## src/rtl/uart_rx_capture_if.sv

```systemverilog
// Byte stream handshake between the UART capture FIFO and its consumer.
// The receiver is the master; the host-side collector is the slave.
interface uart_rx_capture_if;
   logic [7:0] data_o;
   logic       valid_o;
   logic       ready_i;

   modport master (output data_o, output valid_o, input ready_i);
   modport slave  (input data_o, input valid_o, output ready_i);
endinterface

```

## src/rtl/uart_rx_capture.sv

```systemverilog
// 8N1 UART receiver for the SoC uart_tx pin, feeding a byte FIFO.
// Flags end-of-line, framing errors and FIFO overflow.
module uart_rx_capture #(
   parameter int          CLKS_PER_BIT = 32,
   parameter int          DEPTH        = 16,
   parameter logic [7:0]  EOL_CHAR     = 8'h0A,
   localparam int         AW           = $clog2(DEPTH),
   localparam int         LW           = AW + 1
) (
   input  logic                 clk,
   input  logic                 rst_n,
   input  logic                 rx_i,
   input  logic                 rx_en_i,
   input  logic                 clear_i,
   uart_rx_capture_if.master    stream,
   output logic [LW-1:0]        level_o,
   output logic                 eol_o,
   output logic                 frame_err_o,
   output logic                 overflow_o
);

   localparam int TW = $clog2(CLKS_PER_BIT);
   localparam logic [TW-1:0] FULL = TW'(CLKS_PER_BIT - 1);
   localparam logic [TW-1:0] HALF = TW'(CLKS_PER_BIT / 2 - 1);

   typedef enum logic [2:0] {
      S_IDLE,
      S_START,
      S_DATA,
      S_STOP,
      S_BREAK
   } state_t;

   state_t        state;
   logic [TW-1:0] timer;
   logic [2:0]    idx;
   logic [7:0]    shreg;
   logic          rx_q1;
   logic          rx_s;
   logic          rx_prev;
   logic [1:0]    settle;

   logic [7:0]    mem [DEPTH];
   logic [LW-1:0] wptr;
   logic [LW-1:0] rptr;

   logic tick_done;
   logic fall;
   logic push;
   logic ferr;
   logic empty;
   logic full;
   logic pop;
   logic wr;
   logic drop;

   assign tick_done = (timer == '0);
   // Edges are only trusted once rx_prev holds a real line sample,
   // so a line already low at reset release never looks like a start.
   assign fall  = (settle == 2'd3) && rx_prev && !rx_s;
   assign push  = (state == S_STOP) && tick_done && rx_s;
   assign ferr  = (state == S_STOP) && tick_done && !rx_s;
   assign empty = (wptr == rptr);
   assign full  = (wptr[AW] != rptr[AW]) &&
                  (wptr[AW-1:0] == rptr[AW-1:0]);
   assign pop   = !empty && stream.ready_i;
   assign wr    = push && (!full || pop);
   assign drop  = push && full && !pop;

   assign stream.valid_o = !empty;
   assign stream.data_o  = empty ? 8'h00 : mem[rptr[AW-1:0]];
   assign level_o        = wptr - rptr;

   // Two-flop synchronizer plus edge history and post-reset settle count.
   always_ff @(posedge clk or negedge rst_n) begin
      if (!rst_n) begin
         rx_q1   <= 1'b1;
         rx_s    <= 1'b1;
         rx_prev <= 1'b1;
         settle  <= 2'd0;
      end else begin
         rx_q1   <= rx_i;
         rx_s    <= rx_q1;
         rx_prev <= rx_s;
         if (settle != 2'd3) settle <= settle + 2'd1;
      end
   end

   // Frame FSM: mid-bit sampling driven by a reloading down-counter.
   always_ff @(posedge clk or negedge rst_n) begin
      if (!rst_n) begin
         state <= S_IDLE;
         timer <= '0;
         idx   <= '0;
         shreg <= '0;
      end else begin
         unique case (state)
            S_IDLE: begin
               if (fall && rx_en_i) begin
                  state <= S_START;
                  timer <= HALF;
               end
            end
            S_START: begin
               if (!tick_done) begin
                  timer <= timer - 1'b1;
               end else if (rx_s) begin
                  state <= S_IDLE;
                  timer <= HALF;
               end else begin
                  state <= S_DATA;
                  idx   <= '0;
                  timer <= FULL;
               end
            end
            S_DATA: begin
               if (!tick_done) begin
                  timer <= timer - 1'b1;
               end else begin
                  shreg[idx] <= rx_s;
                  timer      <= FULL;
                  if (idx == 3'd7) state <= S_STOP;
                  else             idx   <= idx + 3'd1;
               end
            end
            S_STOP: begin
               if (!tick_done) begin
                  timer <= timer - 1'b1;
               end else begin
                  state <= rx_s ? S_IDLE : S_BREAK;
                  timer <= HALF;
               end
            end
            S_BREAK: begin
               if (rx_s) begin
                  state <= S_IDLE;
                  timer <= HALF;
               end
            end
            default: state <= S_IDLE;
         endcase
      end
   end

   // FIFO storage; head is gated to zero when empty.
   always_ff @(posedge clk) begin
      if (wr) mem[wptr[AW-1:0]] <= shreg;
   end

   // FIFO pointers.
   always_ff @(posedge clk or negedge rst_n) begin
      if (!rst_n) begin
         wptr <= '0;
         rptr <= '0;
      end else begin
         if (wr)  wptr <= wptr + 1'b1;
         if (pop) rptr <= rptr + 1'b1;
      end
   end

   // Status flags: EOL pulse and sticky errors, where set beats clear.
   always_ff @(posedge clk or negedge rst_n) begin
      if (!rst_n) begin
         eol_o       <= 1'b0;
         frame_err_o <= 1'b0;
         overflow_o  <= 1'b0;
      end else begin
         eol_o <= wr && (shreg == EOL_CHAR);
         if (ferr)         frame_err_o <= 1'b1;
         else if (clear_i) frame_err_o <= 1'b0;
         if (drop)         overflow_o  <= 1'b1;
         else if (clear_i) overflow_o  <= 1'b0;
      end
   end

endmodule
```

## src/flat_wrapper.sv

```systemverilog
// flat-port wrapper written by rule: the top's interface ports become plain ports
module uart_rx_capture_flat 
#(
   parameter int          CLKS_PER_BIT = 32,
   parameter int          DEPTH        = 16,
   parameter logic [7:0]  EOL_CHAR     = 8'h0A,
   localparam int         AW           = $clog2(DEPTH),
   localparam int         LW           = AW + 1
)
  (clk, rst_n, rx_i, rx_en_i, clear_i, level_o, eol_o, frame_err_o, overflow_o, stream_data_o, stream_valid_o, stream_ready_i);
  uart_rx_capture_if stream_i ();
  input  logic clk;
  input  logic rst_n;
  input  logic rx_i;
  input  logic rx_en_i;
  input  logic clear_i;
  output logic [LW-1:0] level_o;
  output logic eol_o;
  output logic frame_err_o;
  output logic overflow_o;
  output wire logic [$bits(stream_i.data_o)-1:0] stream_data_o;
  output wire logic [$bits(stream_i.valid_o)-1:0] stream_valid_o;
  input wire logic [$bits(stream_i.ready_i)-1:0] stream_ready_i;
  assign stream_data_o = stream_i.data_o;
  assign stream_valid_o = stream_i.valid_o;
  assign stream_i.ready_i = stream_ready_i;
  uart_rx_capture #(.CLKS_PER_BIT(CLKS_PER_BIT), .DEPTH(DEPTH), .EOL_CHAR(EOL_CHAR)) u_core (.clk(clk), .rst_n(rst_n), .rx_i(rx_i), .rx_en_i(rx_en_i), .clear_i(clear_i), .stream(stream_i), .level_o(level_o), .eol_o(eol_o), .frame_err_o(frame_err_o), .overflow_o(overflow_o));
endmodule
```

## config.mk

```make
export PLATFORM = sky130hd
export DESIGN_NAME = uart_rx_capture_flat
export DESIGN_NICKNAME = d
export VERILOG_FILES = /design/src/rtl/uart_rx_capture_if.sv /design/src/rtl/uart_rx_capture.sv /design/src/flat_wrapper.sv
export SDC_FILE = /design/constraint.sdc
export NUM_CORES = 1
export LEC_CHECK = 0
export ABC_CLOCK_PERIOD_IN_PS = 4550
export BUFFER_PORTS_ARGS = -buffer_cell sky130_fd_sc_hd__buf_2
export CAP_MARGIN = 20
export CORE_ASPECT_RATIO = 2
export CORE_UTILIZATION = 55
export CTS_CLUSTER_SIZE = 24
export DETAILED_ROUTE_END_ITERATION = 8
export PLACE_DENSITY_LB_ADDON = 0.2
export SYNTH_ARGS = -nofsm -noshare
export SYNTH_HDL_FRONTEND = slang
export SYNTH_SLANG_ARGS = --single-unit
```

## constraint.sdc

```tcl
create_clock -name clk -period 4.55 [get_ports clk]
set_clock_uncertainty 0.15 [all_clocks]
set_input_delay 0 -clock clk [delete_from_list [all_inputs] [get_ports clk]]
set_output_delay 0 -clock clk [all_outputs]
set_load 0.02 [all_outputs]
```

Word-level counts from Yosys, hierarchy flattened --
Memories as Yosys holds them, arrays and structs flattened. Cells that the tools add are included.
Cells by class: add/subtract/negate cells 6, magnitude comparators 2, eq/ne operators 19, mux-type cells 30, reductions and logical operators 28
Operators by type and width (number):
- two-way mux 3 bit | 11
- two-way mux 5 bit | 6
- one-hot mux 5 bit (5 select lines) | 1
- one-hot mux 3 bit (5 select lines) | 1
- logical AND 1 bit | 13
- inequality test 2 x 1 -> 1 bit (second input constant) | 6
- adder 5 x 1 -> 5 bit (second input constant) | 2
- bitwise mux 8 bit | 1
- == test 8 x 4 -> 1 bit (second input constant) | 1
- two-way mux 8 bit | 1
- == test 3 x 2 -> 1 bit (second input constant) | 2
- == test 3 bit (second input constant) | 2
- two-way mux 1 bit | 6
- inequality test 2 bit (second input constant) | 3
- one-hot mux 3 bit (2 select lines) | 1
- AND reduction 6 bit | 1
- nonzero test 2 bit | 3
- == test 5 bit | 1
- zero test 5 bit | 1
- AND reduction 5 bit | 1
- nonzero test 5 bit | 1
- subtractor 5 x 1 -> 5 bit (second input constant) | 1
- subtractor 5 bit | 1
- == test 4 bit | 1
- other kinds (14) | 17
Word-level totals: bits in registers 37, bits in writable memories 128, output and inout bits 17, word-level logic and storage cells 99, memories 1
Memories:
- u_core.mem | depth 16, width 8, read ports 1, clocked after Yosys merged registers in 0, write ports 1, line uart_rx_capture.sv:43 | logic [7:0] mem [DEPTH];

Depth between registers and ports, before layout --
depth after elaboration 7, mapped depth 9, depth with buffers taken out 7

Worst setup path before layout --
OpenSTA, ideal clock, no wires.
path type reg-to-reg, start point register u_core.rptr[2], end point memory u_core.mem[7][0], enable pin, library setup time 0.398 ns, data arrival time 2.749 ns, data required time 4.002 ns, slack 1.253 ns, cell stages (with the launch flop) 8, buffers on the path 2, cell sequence dfrtp_1 clkbuf_1 clkbuf_1 inv_1 ha_1 and4_1 nor3b_2 nor4b_1
On the way: longest elaborated chain between the ends 7
Ends and longest elaborated chain:
- start: declaration | line uart_rx_capture.sv:45 | logic [LW-1:0] rptr;
- start signal: assignment | line uart_rx_capture.sv:157 | if (pop) rptr <= rptr + 1'b1;
- == test 5 bit or == test 4 bit (tied branches) | line uart_rx_capture.sv:63, uart_rx_capture.sv:65
- zero test 1 bit or logical AND 1 bit (tied branches) | line uart_rx_capture.sv:66, uart_rx_capture.sv:64
- logical AND 1 bit or zero test 1 bit (tied branches) | line uart_rx_capture.sv:66, uart_rx_capture.sv:67
- logical OR 1 bit (*) | line uart_rx_capture.sv:67 | assign wr = push && (!full || pop);
- logical AND 1 bit (*) | line uart_rx_capture.sv:67
- two-way mux 1 bit (*) | line uart_rx_capture.sv:147 | if (wr) mem[wptr[AW-1:0]] <= shreg;
- two-way mux 1 bit (not written as such) (*) | line uart_rx_capture.sv:147
- end: declaration | line uart_rx_capture.sv:43
Mark *: on every way between the ends. The rest lies on a longest branch, timed or not.

Worst setup path after layout --
start point register u_core.rptr[3], end point memory u_core.mem[3][0], enable pin
Same word-level chain as after synthesis.

==> results.yml <==
yosys:
  ys_ff_latch: 165
  synth_area_um2: 7030
  synth_nets: 428
  syn_area_per_cell_um2: 17.3
  synth.most_common_cell: "edfxtp_1"
  ys_warn_count: 0
  synthTopCellsByArea: "edfxtp_1 55%, dfrtp_1 12%, mux4_2 10%"
  seq_area_frac_synth_pct: 67.9
  ys_async_sr_fraction_pct: 22.4
  ys_top_cells_by_count: "128 x edfxtp_1, 34 x dfrtp_1, 32 x mux4_2"
  syn_inst: 407
  synth-edff-count: 128
  ys_types: 55
  synth_top_area_cell: "edfxtp_1"
  synthFlopType: "edfxtp_1"
  synth_top_area_share_pct: 54.7
floorplanning:
  start_util_pct: 56.3
  die_w_um: 81.9
  die_h_um: 162
  core_area_um2: 12500
  rows: 58
  io_pins: 23
  die_area_um2: 13300
pwr:
  seqPwrFrac_pct: 39.1
  power_leakage_nw: 2.76
  finalPower_mw: 4.54
  combPwrFrac_pct: 31.3
  powerDensity_nw_per_um2: 577
  switchingPower_mw: 1.50
  p_int_mw: 3.04
  netSwitchingFraction_pct: 33.1
  clkPwrFrac_pct: 29.7
  max-vdd-ir-drop_mv: 0.566
clock_network:
  cts_resized: 0
  htreeDepth: 4
  cts-root-buf: "clkbuf_16"
  cts.clk_slew.worst_paths_ns: 0.06
  cts.sinks: 165
  worstSkewPairLatency_ns: 0.41
  cts_buffer_depth: 2
  cts_buffers: 17
  tritoncts: "built"
layout:
  nFillCells: 913
  diodes: 0
  layout-drive-gt1-share_pct: 27.3
  area_delta_synth_final_pct: 12.0
  multi_input_area_um2: 2100
  fin_util_pct: 63.1
  layout.cells.non_filler: 601
  regArea_um2: 4770
  fin_nets: 459
setup_path:
  cp_cell_sequence: "buf_4 > inv_2 > ha_1 > and4_1 > nor3b_2 > or4_4 > nor2_1"
  cp.required_ns: 4.44
  cp-start-kind: "register"
  cp_max_fo: 18
  cpMaxStageDelayCell: "nor2_1"
  crit_path_end_kind: "register"
  worstSetupPathType: "reg -> reg"
  max_stage_delay_ns: 0.62
  crit_family: "simple AND/OR/NAND/NOR gates"
  crit_arrival_ns: 3.20
  path_buf_inv: 2
detailed_routing:
  drt_iter0_drc: 337
  drc_errors: 0
  wl_met2_mm: 9.23
  dr.pass1.iters: 5
  finalWirelength_mm: 15.2
  wl_met1_mm: 5.10
  wl_met3_um: 455
  postRouteAntennaNets: 0
  routed-via-count: 3717
  post_drt_via_cell_ratio: 6.18
  top_layer: "met4"
  routedWlPerCell_um: 25.4
timing:
  hold_viol: 0
  drv_slew: 0
  tns_ns: 0
  rsz0062_at_grt: "no"
  fmax_mhz: 302
  slew_headroom_pct: 37.4
  finalWorstSetupSlack_ns: 1.24
  post-route-period-util_pct: 72.7
  worst_pin_slew_ns: 0.937
  fin_crit_ns: 3.31
  finalSetupViolCount: 0
outcome:
  outcome: "finished clean"
global_route:
  grt_pass1_wl_mm: 23.3
  grt_max_degree: 38
  grt_pass1_vias: 3915
  grt.overflow.total: 0
  antenna_found_initial: 0
  track_usage_pct: 25.9
place:
  gp_congestion: 0.857
  dp_cells: 565
  portBuffers: 22
  pre_cts_slack_ns: 1.29
  dpl.hpwl_mm: 10.5
worst_hold_path:
  hp-class: "in -> reg"
flow_run:
  drv_cap: 0
## final cells by class
cell class / count / area share (%)
Sequential cell: 165 / 60.7
Inverter: 16 / 0.763
Tap cell: 150 / 2.38
Multi-Input combinational cell: 207 / 26.7
Clock buffer: 18 / 5.45
Clock inverter: 14 / 1.61
Timing Repair Buffer: 31 / 2.38
## power by group through the flow
stage                     sequential (mW)  combinational (mW)  clock, mW
after floorplan                      1.76                1.06          0
after global placement               1.80                1.42          0
after detailed placement             1.80                1.43          0
after CTS                            1.77                1.44       1.36
after global routing                 1.78                1.53       1.42
final                                1.77                1.42       1.35
## sequential cells by signal, indices dropped and copies added (netlist names), 2 cells and up
register,cells
u_core.wptr,5
u_core.settle,2
u_core.state,3
u_core.rptr,5
u_core.shreg,8
u_core.mem,128
u_core.idx,3
u_core.timer,5
## path summary, 6_finish.rpt
kind                                    end           start  slack (ns)  depth (start not counted)
min in group asynchronous   u_core.shreg[3]           rst_n        0.07                          2
hold / removal              u_core.timer[4]         rx_en_i        0.06                          4
setup reg to reg           u_core.mem[3][0]  u_core.rptr[3]        1.24                          7
max in group asynchronous    u_core.rptr[0]           rst_n        3.59                          2
setup / recovery           u_core.mem[3][0]  u_core.rptr[3]        1.24                          7
hold reg to reg                 u_core.rx_s    u_core.rx_q1        0.21                          0
## repair_timing
item,in CTS,in global routing
setup buffers,0,0
hold buffers,4,0
hold endpoints to repair,45,0
## kinds of logic (layout without fill, tap and decap cells)
group                      after synthesis  in the layout  synth area share (%)
DFF                                    165            165                  67.9
and+or+nand+nor                         78             78                  7.39
muxes                                   61             61                  14.7
AOI/OAI and AO/OA                       41             41                  3.47
buffers and inverters                   35             79                  2.21
adders and majority gates               15             15                  2.78
xor gates and xnor gates                12             12                  1.50
## placed cells by master (no fill, tap or decap), types with 13 or more instances in the layout
cell and instances:
a21oi_1 16, buf_2 22, clkbuf_16 17, dfrtp_1 33, edfxtp_1 128, ha_1 14, inv_1 14, mux2_2 18
mux4_2 32, nor2_1 13
## through the flow
stage	hold WS [ns]	cell area, um2
floorplan	-0.446	7030
global placement	-0.0442	7270
detailed placement	-0.0435	7270
CTS	0.0588	7870
global route	0.0726	7870
finish	0.0571	7870
## worst register-to-register path, delay by kind of cell, from the launching register on
kind,cells,cell delay [ns]
flip-flops,1,0.32
buffers and inverters,2,0.45
AND/OR/NAND/NOR,4,1.63
adder cells (fa/ha/maj),1,0.39
## metal layers
| layer | vias up | track usage, % |
|---|---|---|
| met5 | - | 0 |
| met4 | 0 | 10.4 |
| met3 | 28 | 3.60 |
| met2 | 110 | 48.4 |
| met1 | 1915 | 27.9 |
| li1 | 1664 | - |
Power figures use the tool's default switching activity.
